$ cat src/rtl/fsm_monitor_if.sv
// Monitor-side bundle for fsm_monitor: FSM observation inputs plus counter/flag/display outputs.
interface fsm_monitor_if #(
    parameter int unsigned COUNT_W = 8
);
    logic               z;
    logic [2:0]         state;
    logic               z_rise;
    logic [COUNT_W-1:0] match_count;
    logic               illegal_seen;
    logic [6:0]         seg;
    logic [3:0]         an;

    // FSM side: drives z/state, observes monitor results
    modport master (
        output z, state,
        input  z_rise, match_count, illegal_seen, seg, an
    );

    modport slave (
        input  z, state,
        output z_rise, match_count, illegal_seen, seg, an
    );
endinterface

$ cat src/rtl/fsm_monitor.sv
// Sequence-detector monitor: counts z rises, flags illegal states, scans a 4-digit 7-seg display.
// Optional macro FSM_MONITOR_SAT_EN: saturate match_count at all-ones instead of wrapping.
module fsm_monitor #(
    parameter int unsigned COUNT_W     = 8,
    parameter int unsigned REFRESH_DIV = 100000,
    parameter int unsigned MAX_STATE   = 4
) (
    input  logic          clk,
    input  logic          reset,
    fsm_monitor_if.slave  mon
);

    localparam int unsigned REF_W     = $clog2(REFRESH_DIV);
    localparam logic [6:0]  SEG_BLANK = 7'h7F;
    localparam logic [6:0]  SEG_E     = 7'b0000110;
    localparam logic [6:0]  SEG_ZERO  = 7'b1000000;

    typedef enum logic [1:0] {
        DIG0 = 2'd0,
        DIG1 = 2'd1,
        DIG2 = 2'd2,
        DIG3 = 2'd3
    } digit_t;

    digit_t             digit_q, digit_next;
    logic [REF_W-1:0]   refresh_q, refresh_next;
    logic [COUNT_W-1:0] count_q, count_next;
    logic               z_prev_q;
    logic               illegal_q, illegal_next;
    logic [6:0]         seg_q, seg_next;
    logic [3:0]         an_q, an_next;
    logic               z_rise_c;

    function automatic logic [6:0] hex_glyph(input logic [3:0] n);
        logic [6:0] g;
        case (n)
            4'h0: g = 7'b1000000;
            4'h1: g = 7'b1111001;
            4'h2: g = 7'b0100100;
            4'h3: g = 7'b0110000;
            4'h4: g = 7'b0011001;
            4'h5: g = 7'b0010010;
            4'h6: g = 7'b0000010;
            4'h7: g = 7'b1111000;
            4'h8: g = 7'b0000000;
            4'h9: g = 7'b0010000;
            4'hA: g = 7'b0001000;
            4'hB: g = 7'b0000011;
            4'hC: g = 7'b1000110;
            4'hD: g = 7'b0100001;
            4'hE: g = 7'b0000110;
            default: g = 7'b0001110;
        endcase
        return g;
    endfunction

    assign z_rise_c         = mon.z & ~z_prev_q;
    assign mon.z_rise       = z_rise_c;
    assign mon.match_count  = count_q;
    assign mon.illegal_seen = illegal_q;
    assign mon.seg          = seg_q;
    assign mon.an           = an_q;

    // Next-state: digit scan, counter, sticky flag, and the display pair built from post-edge values
    always_comb begin
        digit_next   = digit_q;
        refresh_next = refresh_q + REF_W'(1);
        count_next   = count_q;
        illegal_next = illegal_q;
        seg_next     = SEG_BLANK;
        an_next      = 4'b1111;

        if (refresh_q == REF_W'(REFRESH_DIV - 1)) begin
            refresh_next = '0;
            case (digit_q)
                DIG0:    digit_next = DIG1;
                DIG1:    digit_next = DIG2;
                DIG2:    digit_next = DIG3;
                default: digit_next = DIG0;
            endcase
        end

`ifdef FSM_MONITOR_SAT_EN
        if (z_rise_c && !(&count_q)) begin
            count_next = count_q + COUNT_W'(1);
        end
`else
        if (z_rise_c) begin
            count_next = count_q + COUNT_W'(1);
        end
`endif

        if (32'(mon.state) > MAX_STATE) begin
            illegal_next = 1'b1;
        end

        // Display uses the same post-edge values that the registers will hold
        case (digit_next)
            DIG0: begin
                an_next  = 4'b1110;
                seg_next = hex_glyph(count_next[3:0]);
            end
            DIG1: begin
                an_next  = 4'b1101;
                seg_next = hex_glyph(count_next[7:4]);
            end
            DIG2: begin
                an_next  = 4'b1011;
                seg_next = SEG_BLANK;
            end
            default: begin
                an_next  = 4'b0111;
                seg_next = illegal_next ? SEG_E : hex_glyph({1'b0, mon.state});
            end
        endcase
    end

    always_ff @(posedge clk) begin
        if (reset) begin
            digit_q   <= DIG0;
            refresh_q <= '0;
            count_q   <= '0;
            z_prev_q  <= 1'b0;
            illegal_q <= 1'b0;
            seg_q     <= SEG_ZERO;
            an_q      <= 4'b1110;
        end else begin
            digit_q   <= digit_next;
            refresh_q <= refresh_next;
            count_q   <= count_next;
            z_prev_q  <= mon.z;
            illegal_q <= illegal_next;
            seg_q     <= seg_next;
            an_q      <= an_next;
        end
    end

endmodule

$ cat src/flat_wrapper.sv
// flat-port wrapper written by rule: the top's interface ports become plain ports
module fsm_monitor_flat 
#(
    parameter int unsigned COUNT_W     = 8,
    parameter int unsigned REFRESH_DIV = 100000,
    parameter int unsigned MAX_STATE   = 4
)
  (clk, reset, mon_z, mon_state, mon_z_rise, mon_match_count, mon_illegal_seen, mon_seg, mon_an);
  fsm_monitor_if #(.COUNT_W(COUNT_W)) mon_i ();
  input  logic clk;
  input  logic reset;
  input wire logic [$bits(mon_i.z)-1:0] mon_z;
  input wire logic [$bits(mon_i.state)-1:0] mon_state;
  output wire logic [$bits(mon_i.z_rise)-1:0] mon_z_rise;
  output wire logic [$bits(mon_i.match_count)-1:0] mon_match_count;
  output wire logic [$bits(mon_i.illegal_seen)-1:0] mon_illegal_seen;
  output wire logic [$bits(mon_i.seg)-1:0] mon_seg;
  output wire logic [$bits(mon_i.an)-1:0] mon_an;
  assign mon_i.z = mon_z;
  assign mon_i.state = mon_state;
  assign mon_z_rise = mon_i.z_rise;
  assign mon_match_count = mon_i.match_count;
  assign mon_illegal_seen = mon_i.illegal_seen;
  assign mon_seg = mon_i.seg;
  assign mon_an = mon_i.an;
  fsm_monitor #(.COUNT_W(COUNT_W), .REFRESH_DIV(REFRESH_DIV), .MAX_STATE(MAX_STATE)) u_core (.clk(clk), .reset(reset), .mon(mon_i));
endmodule
$ cat config.mk
export PLATFORM = sky130hd
export DESIGN_NAME = fsm_monitor_flat
export DESIGN_NICKNAME = d
export VERILOG_FILES = /design/src/rtl/fsm_monitor_if.sv /design/src/rtl/fsm_monitor.sv /design/src/flat_wrapper.sv
export SDC_FILE = /design/constraint.sdc
export NUM_CORES = 1
export LEC_CHECK = 0
export CAP_MARGIN = 30
export CORE_MARGIN = 5
export CORE_UTILIZATION = 40
export DETAILED_ROUTE_END_ITERATION = 10
export SYNTH_ARGS = -nofsm -noshare
export SYNTH_HDL_FRONTEND = slang
export SYNTH_SLANG_ARGS = --single-unit
$ cat constraint.sdc
create_clock -name clk -period 3.1 [get_ports clk]
set_clock_uncertainty 0.15 [all_clocks]
set_input_delay 0.31 -clock clk [delete_from_list [all_inputs] [get_ports clk]]
set_output_delay 0.31 -clock clk [all_outputs]
set_load 0.005 [all_outputs]
Yosys cells after proc, flatten, opt, wreduce, memory -nomap -nowiden:

Memories as Yosys holds them, arrays and structs flattened.
Cells that the tools add are included.

* flip-flop bits (word level): 40
* ROM bits: 280
* input bits: 6
* output and inout bits: 21
* memories kept: 3

* add/subtract/negate cells: 2
* order comparisons: 1
* equality and inequality tests: 5
* mux-type cells: 7
* bitwise gates (word level): 2
* reduce and logical (&&, ||, !) cells: 3

Memories
* (no name shown): words 16, bits a word 7, rd ports 1, clocked after Yosys merged registers in 0, write ports 0, line fsm_monitor.sv:36 `case (n)`
* (no name shown): words 16, bits a word 7, rd ports 1, clocked after Yosys merged registers in 0, write ports 0, line fsm_monitor.sv:36
* (no name shown): words 8, bits a word 7, rd ports 1, clocked after Yosys merged registers in 0, write ports 0, line fsm_monitor.sv:36

Operators by type and width (count)
* one-hot mux 7 bit (3 select lines): 1
* adder 17 x 1 -> 17 bit, second input constant: 1
* == test 17 bit, second input constant: 1
* one-hot mux 4 bit (3 select lines): 1
* adder 8 x 1 -> 8 bit, second input constant: 1
* two-way mux 8 bit: 1
* two-way mux 7 bit: 1
* one-hot mux 2 bit (3 select lines): 1
* == test 2 x 1 -> 1 bit, second input constant: 2
* == test 2 bit, second input constant: 2
* logical NOT 2 bit: 2
* > comparator 3 bit, second input constant: 1
* two-way mux 2 bit: 1
* OR reduction 2 bit: 1
* AND 1 bit: 1
* two-way mux 1 bit: 1
* inverter 1 bit: 1

Depth between registers and ports, before layout:

Gate-level depths: netlist of the first run.

* depth in word-level cells: 5
* depth in mapped cells: 11
* mapped depth without buffers: 10

Worst setup path after synthesis of the first run:

Ideal clock, no wire load.

* path type: reg-to-reg
* start: register u_core.count_q[0] (netlist: u_core.mon.match_count[0])
* end: register u_core.seg_q[6] (netlist: u_core.mon.seg[6])
* arrival time: 2.378 ns
* required time: 2.830 ns
* slack: 0.452 ns
* cell stages (with the launch flop): 12
* buffers on the path: 1
* period minus slack after synthesis: 2.648 ns
* cells stage by stage: dfxtp_1 ha_1 buf_2 and4b_1 nand2_1 xor2_1 inv_1 ha_1 o21ai_0 o311a_1 o22ai_1 a211o_1

* longest elaborated chain between the ends: 4
* elaborated cells on any way between the ends: 5
* classes of those cells: 1 x add/sub; 2 x mux; 2 x memory

RTL lines
* start, declared: line fsm_monitor.sv:27 `logic [COUNT_W-1:0] count_q, count_next;`
* start signal, assigned: line fsm_monitor.sv:130 `count_q <= count_next;`
* adder 8 x 1 -> 8 bit: line fsm_monitor.sv:89 `count_next = count_q + COUNT_W'(1);`
* two-way mux 8 bit (*): line fsm_monitor.sv:88 `if (z_rise_c) begin`
* memory (16 x 7 bit)
* one-hot mux 7 bit (3 select lines) (*): line fsm_monitor.sv:98 `case (digit_next)`
* end signal, assigned: line fsm_monitor.sv:133 `seg_q <= seg_next;`
* end, declared: line fsm_monitor.sv:30 `logic [6:0] seg_q, seg_next;`

Every way passes the cells marked *; elsewhere a longest branch is shown, timed or not.
A chain may end at the register's enable or synchronous reset.

Worst setup path after layout of the first run:

* start: input mon_z
* end: register u_core.seg_q[0] (netlist: u_core.mon.seg[0])

* longest elaborated chain between the ends: 4
* elaborated cells on any way between the ends: 5
* classes of those cells: 2 x mux; 1 x bitwise; 2 x memory

RTL lines
* start, declared: line flat_wrapper.sv:12 `input wire logic [$bits(mon_i.z)-1:0] mon_z;`
* AND 1 bit: line fsm_monitor.sv:57 `assign z_rise_c = mon.z & ~z_prev_q;`
* two-way mux 8 bit: line fsm_monitor.sv:88
* net u_core.count_next[0]: line fsm_monitor.sv:27
* memory (16 x 7 bit)
* one-hot mux 7 bit (3 select lines): line fsm_monitor.sv:98

The timed path passes the listed nets, and every way through them passes these cells.

==> summary.txt, run 1 <==
Clock tree
  • Clock sink count: 40
  • H-tree depth: 2
  • Inserted Clock Buffers: 5
  • Hold buffer count at cts: 0
  • Maximum number of buffers from clock root to sink: 2
  • Post-cts resize count: 0
  • Setup bufs post-CTS: 0
  • Clk slew on worst S/H paths: 80 ps
  • Clock latency reported for the late side of the worst-skew pair: 300 ps
  • CTS tree: built
  • Clock tree root buffer cell: sky130_fd_sc_hd__clkbuf_8

Job
  • Number of maximum-capacitance constraint violations: 0

Routing
  • Number of remaining DRC errors: 0
  • Total wire length: 6048 µm
  • Routed length per instance: 14.30 µm
  • Number of vias in the routed layout: 2,268
  • Iteration-0 DRC count of the detailed router: 128
  • Antenna-violating nets left: 0
  • Length of the first detailed-routing pass in iterations: 4
  • Vias per cell: 5.362

GRT
  • Maximum number of pins on one net before global-route repair: 18
  • Number of global-route vias before repair: 2,238
  • Remaining global-route overflow: 0
  • Initial antenna violation count: 0
  • First-pass GRT wire length: 10,330 µm
  • Overall track demand over capacity in global routing: 0.1473

STA
  • Max_slew headroom: 0.4479
  • Total Neg Setup Slack: 0 ps
  • Hold Slack: 324.4 ps
  • Final slew viol count: 0
  • Timing-limited maximum frequency: 361.8 MHz
  • Final clock period utilization by the worst path: 0.8917
  • Number of setup violations in the final report: 0
  • Final worst path period need: 2764 ps
  • Setup repair after global routing missed its margin: false
  • Tightest Pin Transition: 822.3 ps
  • Number of failing hold endpoints at the final stage: 0

Layout
  • Number of nets at the end of the flow: 369
  • Seq. cell area: 800.8 µm²
  • Layout Cell Area excl Fill: 3147 µm²
  • Fin util: 0.4928
  • Layout cell share with drive strength beyond 1: 0.1272
  • Number of antenna diodes: 0
  • Fill cell total of the finished layout: 628
  • Layout area overhead: 19.36%
  • Footprint of the multi-input gates: 1720 µm²

Die
  • Effective utilization at floorplan: 0.4128
  • Die boundary height: 91.19 µm
  • Placeable Area: 6386 µm²
  • Floorplan die area: 8315 µm²
  • Die Wd: 91.19 µm
  • Count of standard-cell rows: 29
  • Number of I/O pins: 27

Setup path
  • Startpoint type of the worst setup path: primary input
  • Arrival time worst endpoint: 2790 ps
  • Worst reg-to-reg setup slack: 570 ps
  • Setup crit start: mon_z
  • Worst Reg2Reg Path Length in Cells: 9
  • Crit path capture: u_core.mon.seg[0]
  • Setup crit end kind: register
  • Origin of the critical flop-to-flop path: u_core.mon.match_count[0]
  • FF-to-FF End: u_core.mon.seg[6]
  • Crit-path max FO: 7
  • WP data required: 3120 ps
  • Classification of the worst setup path: primary input to register

Logic synthesis
  • Net Count, Synth: 336
  • Ys flop type: sky130_fd_sc_hd__dfxtp_1
  • Most instantiated cells after synthesis: sky130_fd_sc_hd__nor2_1 (43), sky130_fd_sc_hd__dfxtp_1 (40), sky130_fd_sc_hd__nand2_1 (23)
  • Synth Area in Adders: 0.08543
  • Area of the mapped netlist: 2636 µm²
  • Simple logic cell fraction of the synthesized area: 0.2701
  • Compound-cell area share of the yosys netlist: 0.1500
  • Ranking of synthesized cells by area: sky130_fd_sc_hd__dfxtp_1 (30%), sky130_fd_sc_hd__ha_1 (8.5%), sky130_fd_sc_hd__nor2_1 (6.1%)
  • Post-synthesis mux area share: 0.04841
  • Sequential cell area fraction in the yosys report: 0.3037
  • Count of warnings emitted by yosys: 0
  • Library cell with the highest instance count after synthesis: sky130_fd_sc_hd__nor2_1
  • Portion of synthesized cell area occupied by the leading cell type: 0.3037
  • Xor-xnor portion of the synthesized cell area: 0.09872
  • Synthesized area per cell: 8.450 µm²
  • Main combinational cell family by area after synthesis: simple AND/OR/NAND/NOR gates
  • Cell count after synthesis: 312
  • Number of synthesized register bits: 40
  • Post-synth ARST share: 0
  • Number of synthesized flops with an enable pin: 0
  • Cell type with the largest total area after synthesis: sky130_fd_sc_hd__dfxtp_1
  • Number of distinct library cell variants in the gate-level netlist after synthesis: 59

Min path
  • Hold/Removal Path Class: register to register

Place
  • Instance area at placement: 3039 µm²
  • Global placement routability congestion: 0.8123
  • Detailed Place HPWL: 4559 µm
  • Count of port buffers added during placement: 26

Pwr
  • Total Power Consumption: 1134 µW
  • P_leak: 0.001261 µW
  • Power density of the placed cells: 360.4 nW/µm²
  • Worst voltage drop across the vdd grid: 249.9 µV

Status
  • Outcome: completed
## routing by layer
| metal | up-vias | routed length, µm | GRT usage |
|---|---|---|---|
| met2 | 45 | 2777 | 0.2326 |
| met1 | 1041 | 2913 | 0.1964 |
| met5 | - | 0 | 0 |
| li1 | 1170 | - | - |
| met4 | 0 | 106 | 0.05012 |
| met3 | 12 | 251 | 0.03554 |
## stage by stage
step	cells	setup slack, ps
after global routing	423	33.15
final	423	335.7
after detailed placement	415	38.25
after CTS	423	345.5
after global placement	415	146.1
after floorplan	312	452.0
## how the worst min path moves through the flow
stage,from,to,slack (ps),cells after the start
after detailed placement,u_core.refresh_q[0],u_core.refresh_q[0],310,1
after global routing,u_core.refresh_q[0],u_core.refresh_q[0],370,1
final,u_core.refresh_q[0],u_core.refresh_q[0],320,1
after floorplan,reset,u_core.mon.seg[3],230,1
after CTS,u_core.refresh_q[0],u_core.refresh_q[0],320,1
after global placement,u_core.refresh_q[0],u_core.refresh_q[0],300,1
## placed cells by master, fill, tap and decap left out, drive strengths merged, types with 3 or more instances in the layout
cell type      count
or3                3
ha                18
and3               8
mux2i              6
a31oi              8
a211oi             6
a21oi             10
xnor2             14
nand2b             3
inv               15
a311oi             3
xor2              14
nand3             14
o21ai             11
clkdlybuf4s50     26
nor4               7
buf               14
nand2             24
nor3               5
clkbuf             6
and2               3
nor2              45
dfxtp             40
mux2               6
a221oi             3
## sequential cells by signal, summed over array words and instances (netlist names)
signal	count
u_core.mon.seg	7
u_core.z_prev_q	1
u_core.mon.an	4
u_core.refresh_q	17
u_core.digit_q	2
u_core.mon.illegal_seen	1
u_core.mon.match_count	8
## logic make-up after synthesis
kind of cell,count (synthesis)
xor gates and xnor gates,28
muxes,12
DFF,40
and+or+nand+nor,128
adders and majority gates,18
AOI/OAI and AO/OA,57
buffers and inverters,29
## area by class of cell
class	instances	share of cell area
Inverter	15	0.01789
Clock inverter	2	0.01113
Multi-Input combinational cell	243	0.5467
Timing Repair Buffer	40	0.1161
Clock buffer	6	0.02306
Tap cell	77	0.03062
Sequential cell	40	0.2545
## report_power, final
part           internal [µW]  switching [µW]  leakage (µW)  total, µW
Sequential               530            11.1      0.000325        541
Clock                    239             189     0.0000552        428
Combinational           81.9            83.2      0.000881        165
## worst max-delay path, cell delays in order
cell,delay [ps]
sky130_fd_sc_hd__clkdlybuf4s50_1,590
sky130_fd_sc_hd__nor2b_1,230
sky130_fd_sc_hd__buf_4,180
sky130_fd_sc_hd__xor2_1,280
sky130_fd_sc_hd__inv_1,170
sky130_fd_sc_hd__ha_1,260
sky130_fd_sc_hd__and3_1,160
sky130_fd_sc_hd__a31oi_1,150
sky130_fd_sc_hd__o32ai_1,100
sky130_fd_sc_hd__nor4_1,290
sky130_fd_sc_hd__a211oi_1,80
Note: power is estimated with default switching activity, not from simulation.
==> run 2, diff against run 1 <==
--- a/config.mk
+++ b/config.mk
@@ -9,6 +9,7 @@
 export CORE_MARGIN = 5
 export CORE_UTILIZATION = 40
 export DETAILED_ROUTE_END_ITERATION = 10
+export GPL_TIMING_DRIVEN = 0
 export SYNTH_ARGS = -nofsm -noshare
 export SYNTH_HDL_FRONTEND = slang
 export SYNTH_SLANG_ARGS = --single-unit
==> run 2 against run 1 <==
  * First-iteration DRC count down 22%
  * Non-clock buffer count down 1
  * Sequential power about the same
  * Sequential cell count unchanged
  * Fmax down 3.8%
  * Via count up 0.35%
  * Count of clock-buffer cells in the layout down 1
  * Utilization down 0.24 points
  * Register-to-register slack worse by 340 ps
  * Global-route usage about the same
  * Power up 1.6%
  * Highest routed layer unchanged
==> summary.txt, run 2 (synthesized netlist as in run 1, its figures left out) <==
Status
  • Outcome: completed

Setup path
  • Arrival time worst endpoint: 2900 ps
  • Cells along the critical path: ha_2, clkbuf_4, and4b_1, nand2_1, xor2_4, inv_1, ha_1, o21ai_0, o311a_1, o22ai_1, a211o_1
  • Classification of the worst setup path: register to register
  • Worst reg-to-reg setup slack: 230 ps
  • Origin of the critical flop-to-flop path: u_core.mon.match_count[1]
  • FF-to-FF End: u_core.mon.seg[6]
  • Setup crit start: u_core.mon.match_count[1]
  • WP data required: 3130 ps
  • Setup crit end kind: register
  • Cell type of the slowest stage on the worst timing path: sky130_fd_sc_hd__dfxtp_1
  • CP max stage delay: 390 ps
  • Crit-path max FO: 10
  • Worst Reg2Reg Path Length in Cells: 11
  • Startpoint type of the worst setup path: register

Routing
  • Number of remaining DRC errors: 0
  • Iteration-0 DRC count of the detailed router: 100
  • Routed length per instance: 14.26 µm
  • Number of vias in the routed layout: 2,276
  • Antenna-violating nets left: 0
  • Total wire length: 6019 µm
  • Vias per cell: 5.393
  • Length of the first detailed-routing pass in iterations: 5

Place
  • Detailed Place HPWL: 4541 µm
  • Global placement routability congestion: 0.8497
  • Instance area at placement: 2983 µm²
  • Count of port buffers added during placement: 25
  • Dpl ws: -207.0 ps

Layout
  • Highest-count cells in the layout ignoring fill and taps: sky130_fd_sc_hd__nor2_1 (43), sky130_fd_sc_hd__dfxtp_1 (39), sky130_fd_sc_hd__clkdlybuf4s50_1 (24)
  • Number of flip-flops under the largest register name: 17
  • Layout area overhead: 18.79%
  • Seq. cell area: 802.0 µm²
  • Number of antenna diodes: 0
  • Fin util: 0.4904
  • Most flops, register: u_core.refresh_q
  • Footprint of the multi-input gates: 1748 µm²
  • Most common cell after layout, fill and taps aside: sky130_fd_sc_hd__nor2_1
  • Fill cell total of the finished layout: 624
  • Layout Cell Area excl Fill: 3132 µm²
  • Number of nets at the end of the flow: 368
  • Layout cell share with drive strength beyond 1: 0.1159

Die
  • Floorplan die area: 8315 µm²
  • Count of standard-cell rows: 29
  • Die boundary height: 91.19 µm
  • Die Wd: 91.19 µm
  • Number of I/O pins: 27
  • Placeable Area: 6386 µm²
  • Effective utilization at floorplan: 0.4128

Clock tree
  • Clock sink count: 40
  • Inserted Clock Buffers: 5
  • CTS tree: built
  • Clock latency reported for the late side of the worst-skew pair: 290 ps
  • Clock tree root buffer cell: sky130_fd_sc_hd__clkbuf_8
  • H-tree depth: 2
  • Hold buffer count at cts: 0
  • Clk slew on worst S/H paths: 90 ps
  • Maximum number of buffers from clock root to sink: 2
  • Setup bufs post-CTS: 0

Pwr
  • Total Power Consumption: 1152 µW
  • P_leak: 0.001233 µW
  • Worst voltage drop across the vdd grid: 316.3 µV
  • Fraction of power consumed by combinational cells: 0.143
  • Relative contribution of sequential cells to total power: 0.470
  • Clock share of power: 0.387
  • Sw Ratio: 0.2605
  • Power density of the placed cells: 367.9 nW/µm²
  • Switching power total: 300.1 µW
  • Cell-internal power: 851.9 µW

Min path
  • Hold/Removal Path Class: primary input to register
  • Worst Hold Depth: 2
  • Startpoint of the lowest-slack hold path: mon_z
  • Hold Crit Endpoint: u_core.z_prev_q

STA
  • Setup repair after global routing missed its margin: false
  • Final worst path period need: 2874 ps
  • PnR worst setup slack: 225.7 ps
  • Total Neg Setup Slack: 0 ps
  • Number of failing hold endpoints at the final stage: 0
  • Tightest Pin Transition: 651.3 ps
  • Final slew viol count: 0
  • Max_slew headroom: 0.5533
  • Final clock period utilization by the worst path: 0.9272
  • Number of setup violations in the final report: 0
  • Timing-limited maximum frequency: 347.9 MHz

GRT
  • Number of global-route vias before repair: 2,182
  • Overall track demand over capacity in global routing: 0.1472
  • First-pass GRT wire length: 10,340 µm
  • Maximum number of pins on one net before global-route repair: 15
  • Initial antenna violation count: 0
  • Remaining global-route overflow: 0

Job
  • Number of maximum-capacitance constraint violations: 0
run 2: what timing repair did:
item | CTS | global route
pin swaps | 0 | 1
setup endpoints to repair | 1 | 3
gates resized for setup | 1 | 6
run 2: final cells by class:
| type | count | share of cell area |
|---|---|---|
| multi-input cells | 243 | 0.5581 |
| flip-flops and latches | 40 | 0.2561 |
| repair buffers | 25 | 0.08070 |
| well taps | 77 | 0.03076 |
| clock buffers | 5 | 0.02197 |
| plain buffers | 14 | 0.01958 |
| inverters | 15 | 0.01798 |
| clock inverters | 3 | 0.01478 |
run 2: metal layers:
metal	part of all wire	GRT usage
met1	0.50	0.2072
met2	0.46	0.2368
met3	0.033	0.02810
met4	0.0083	0.02567
met5	0	0
run 2: stage by stage:
stage	std cells	hold WS (ps)
2_1_floorplan	312	228.9
3_3_place_gp	414	295.7
3_5_place_dp	414	312.0
4_1_cts	422	334.6
5_1_grt	422	263.6
6_report	422	252.5
run 2: power by group through the flow:
stage / registers (µW) / clock network, µW / logic [µW]
final: 541 / 446 / 165
after global placement: 553 / 0 / 163
after CTS: 541 / 459 / 163
after detailed placement: 553 / 0 / 161
after floorplan: 553 / 0 / 98.8
after global routing: 544 / 483 / 184
run 2: worst max-delay path: cells and delay by family (launching register included):
kind	cells	cell delay [ps]
XOR/XNOR	1	250
adder cells (fa/ha/maj)	2	450
flip-flops	1	390
AND/OR/NAND/NOR	2	400
AO/OA/AOI/OAI	4	770
buffers and inverters	2	350
run 2: how the worst max path moves through the flow:
stage	to	slack (ps)	cells past startpoint
detailed placement	u_core.mon.seg[0]	-210	11
global route	u_core.mon.seg[6]	5	11
global placement	u_core.mon.seg[0]	-170	11
CTS	u_core.mon.seg[0]	90	11
finish	u_core.mon.seg[6]	230	11
floorplan	u_core.mon.seg[6]	450	11
==> run 3, diff against run 2 <==
==> constraint.sdc (replaced) <==
create_clock -name clk -period 3.5 [get_ports clk]
set_clock_uncertainty 0.15 [all_clocks]
set_input_delay 0.35 -clock clk [delete_from_list [all_inputs] [get_ports clk]]
set_output_delay 0.35 -clock clk [all_outputs]
set_load 0.005 [all_outputs]
==> run 3 against run 2 <==
  * Hold slack improved by 78 ps
  * Final cell count stayed put
  * Worst setup slack improved by 130 ps
  * Register-to-register slack gained 130 ps
  * Critical path depth unchanged
  * Combinational power fell by 13%
  * Global-route usage is 0.088 points lower
  * Die area did not move
  * Utilization decreased by 0.53 points
  * First-iteration DRC count up 1.0%
  * Count of clock-buffer cells in the layout stayed put
==> summary.txt, run 3 (synthesized netlist as in run 1, its figures left out) <==
STA
  • Tightest Pin Transition: 639.3 ps
  • Setup repair after global routing missed its margin: false
  • Total Neg Setup Slack: 0 ps
  • Timing-limited maximum frequency: 317.9 MHz
  • Number of setup violations in the final report: 0
  • Final slew viol count: 0
  • Max_slew headroom: 0.5616
  • Number of failing hold endpoints at the final stage: 0
  • Final worst path period need: 3145 ps
  • Final clock period utilization by the worst path: 0.8987

Clock tree
  • Maximum number of buffers from clock root to sink: 2
  • Hold buffer count at cts: 0
  • Inserted Clock Buffers: 5
  • Post-cts resize count: 0
  • H-tree depth: 2
  • Clock tree root buffer cell: sky130_fd_sc_hd__clkbuf_8
  • Clock sink count: 40
  • Clock latency reported for the late side of the worst-skew pair: 290 ps
  • Setup bufs post-CTS: 0
  • Clk slew on worst S/H paths: 90 ps
  • CTS tree: built

Setup path
  • Setup crit end kind: register
  • WP data required: 3530 ps
  • Startpoint type of the worst setup path: register
  • Classification of the worst setup path: register to register
  • Worst reg-to-reg setup slack: 350 ps
  • Arrival time worst endpoint: 3180 ps
  • Crit-path max FO: 10

Pwr
  • Sw Ratio: 0.2605
  • P_leak: 0.001222 µW
  • Fraction of power consumed by combinational cells: 0.141
  • Clock share of power: 0.388
  • Worst voltage drop across the vdd grid: 280.4 µV
  • Relative contribution of sequential cells to total power: 0.470
  • Power density of the placed cells: 328.6 nW/µm²
  • Cell-internal power: 752.8 µW
  • Switching power total: 265.2 µW

Place
  • Detailed Place HPWL: 4541 µm
  • Count of port buffers added during placement: 25
  • Global placement routability congestion: 0.8497

Routing
  • Sum of met2 wire segment lengths after detailed routing: 2745 µm
  • Number of vias in the routed layout: 2,293
  • Antenna-violating nets left: 0
  • Number of remaining DRC errors: 0
  • Length of the first detailed-routing pass in iterations: 5
  • Iteration-0 DRC count of the detailed router: 101
  • Total wire length: 5977 µm
  • Vias per cell: 5.434
  • Post-route met1 wirelength: 2959 µm
  • Met3 layer wire length in the routed design: 226 µm
  • Routed length per instance: 14.16 µm
  • Top Metal Used: met4

GRT
  • Overall track demand over capacity in global routing: 0.1463
  • Initial antenna violation count: 0
  • Maximum number of pins on one net before global-route repair: 15
  • First-pass GRT wire length: 10,270 µm
  • Remaining global-route overflow: 0
  • Number of global-route vias before repair: 2,173

Die
  • Die Wd: 91.19 µm
  • Placeable Area: 6386 µm²
  • Floorplan die area: 8315 µm²
  • Die boundary height: 91.19 µm
  • Count of standard-cell rows: 29
  • Effective utilization at floorplan: 0.4128
  • Number of I/O pins: 27

Layout
  • Most flops, register: u_core.refresh_q
  • Layout area overhead: 17.51%
  • Fill cell total of the finished layout: 624
  • Number of antenna diodes: 0
  • Most common cell after layout, fill and taps aside: sky130_fd_sc_hd__nor2_1
  • Footprint of the multi-input gates: 1720 µm²
  • Layout cell share with drive strength beyond 1: 0.1043
  • Number of nets at the end of the flow: 368
  • Highest-count cells in the layout ignoring fill and taps: sky130_fd_sc_hd__nor2_1 (43), sky130_fd_sc_hd__dfxtp_1 (40), sky130_fd_sc_hd__clkdlybuf4s50_1 (25)
  • Fin util: 0.4851
  • Number of flip-flops under the largest register name: 17
  • Seq. cell area: 800.8 µm²

Min path
  • Hold/Removal Path Class: register to register

Job
  • Number of maximum-capacitance constraint violations: 0

Status
  • Outcome: completed
-- run 3: layer usage --
| layer | track usage | up-vias |
|---|---|---|
| met5 | 0 | - |
| met2 | 0.2338 | 58 |
| met1 | 0.2071 | 1051 |
| li1 | - | 1176 |
| met3 | 0.02810 | 8 |
| met4 | 0.02567 | 0 |
-- run 3: final timing paths --
check | from | to | cells after the start
setup reg to reg | u_core.mon.match_count[0] | u_core.mon.seg[6] | 11
hold / removal | u_core.refresh_q[0] | u_core.refresh_q[0] | 1
setup / recovery | u_core.mon.match_count[0] | u_core.mon.seg[6] | 11
hold reg to reg | u_core.refresh_q[0] | u_core.refresh_q[0] | 1
-- run 3: cell type report --
type | count | area share
multi-input combinational | 243 | 0.5553
sequential | 40 | 0.2585
timing repair buffer | 25 | 0.08078
tap | 77 | 0.03110
clock buffer | 5 | 0.02221
buffer | 14 | 0.01898
inverter | 15 | 0.01817
clock inverter | 3 | 0.01494
-- run 3: metrics by stage --
step	instance area (µm²)	instances	hold WS (ps)	worst slack [ps]	total power (µW)
final	3098	422	330.9	354.6	1018
after global routing	3098	422	371.7	76.65	1070
after CTS	3098	422	334.6	351.2	1030
after detailed placement	2983	414	312.0	153.0	632.9
after global placement	2983	414	295.7	190.6	633.8
after floorplan	2636	312	268.9	852.0	577.2
-- run 3: worst max-delay path, stage by stage (launching register included) --
cell                      delay [ps]
sky130_fd_sc_hd__dfxtp_1         420
sky130_fd_sc_hd__ha_1            230
sky130_fd_sc_hd__buf_2           240
sky130_fd_sc_hd__and4b_1         260
sky130_fd_sc_hd__nand2_1          90
sky130_fd_sc_hd__xor2_1          420
sky130_fd_sc_hd__inv_1           200
sky130_fd_sc_hd__ha_1            260
sky130_fd_sc_hd__o21ai_0         180
sky130_fd_sc_hd__o311a_1         190
sky130_fd_sc_hd__o22ai_1          90
sky130_fd_sc_hd__a211o_1         310
-- run 3: power groups by stage --
stage / Combinational, µW / Sequential [µW] / Clock (µW)
3_5_place_dp: 143 / 490 / 0
2_1_floorplan: 87.5 / 490 / 0
4_1_cts: 145 / 479 / 407
6_report: 144 / 479 / 395
5_1_grt: 161 / 482 / 428
3_3_place_gp: 144 / 490 / 0
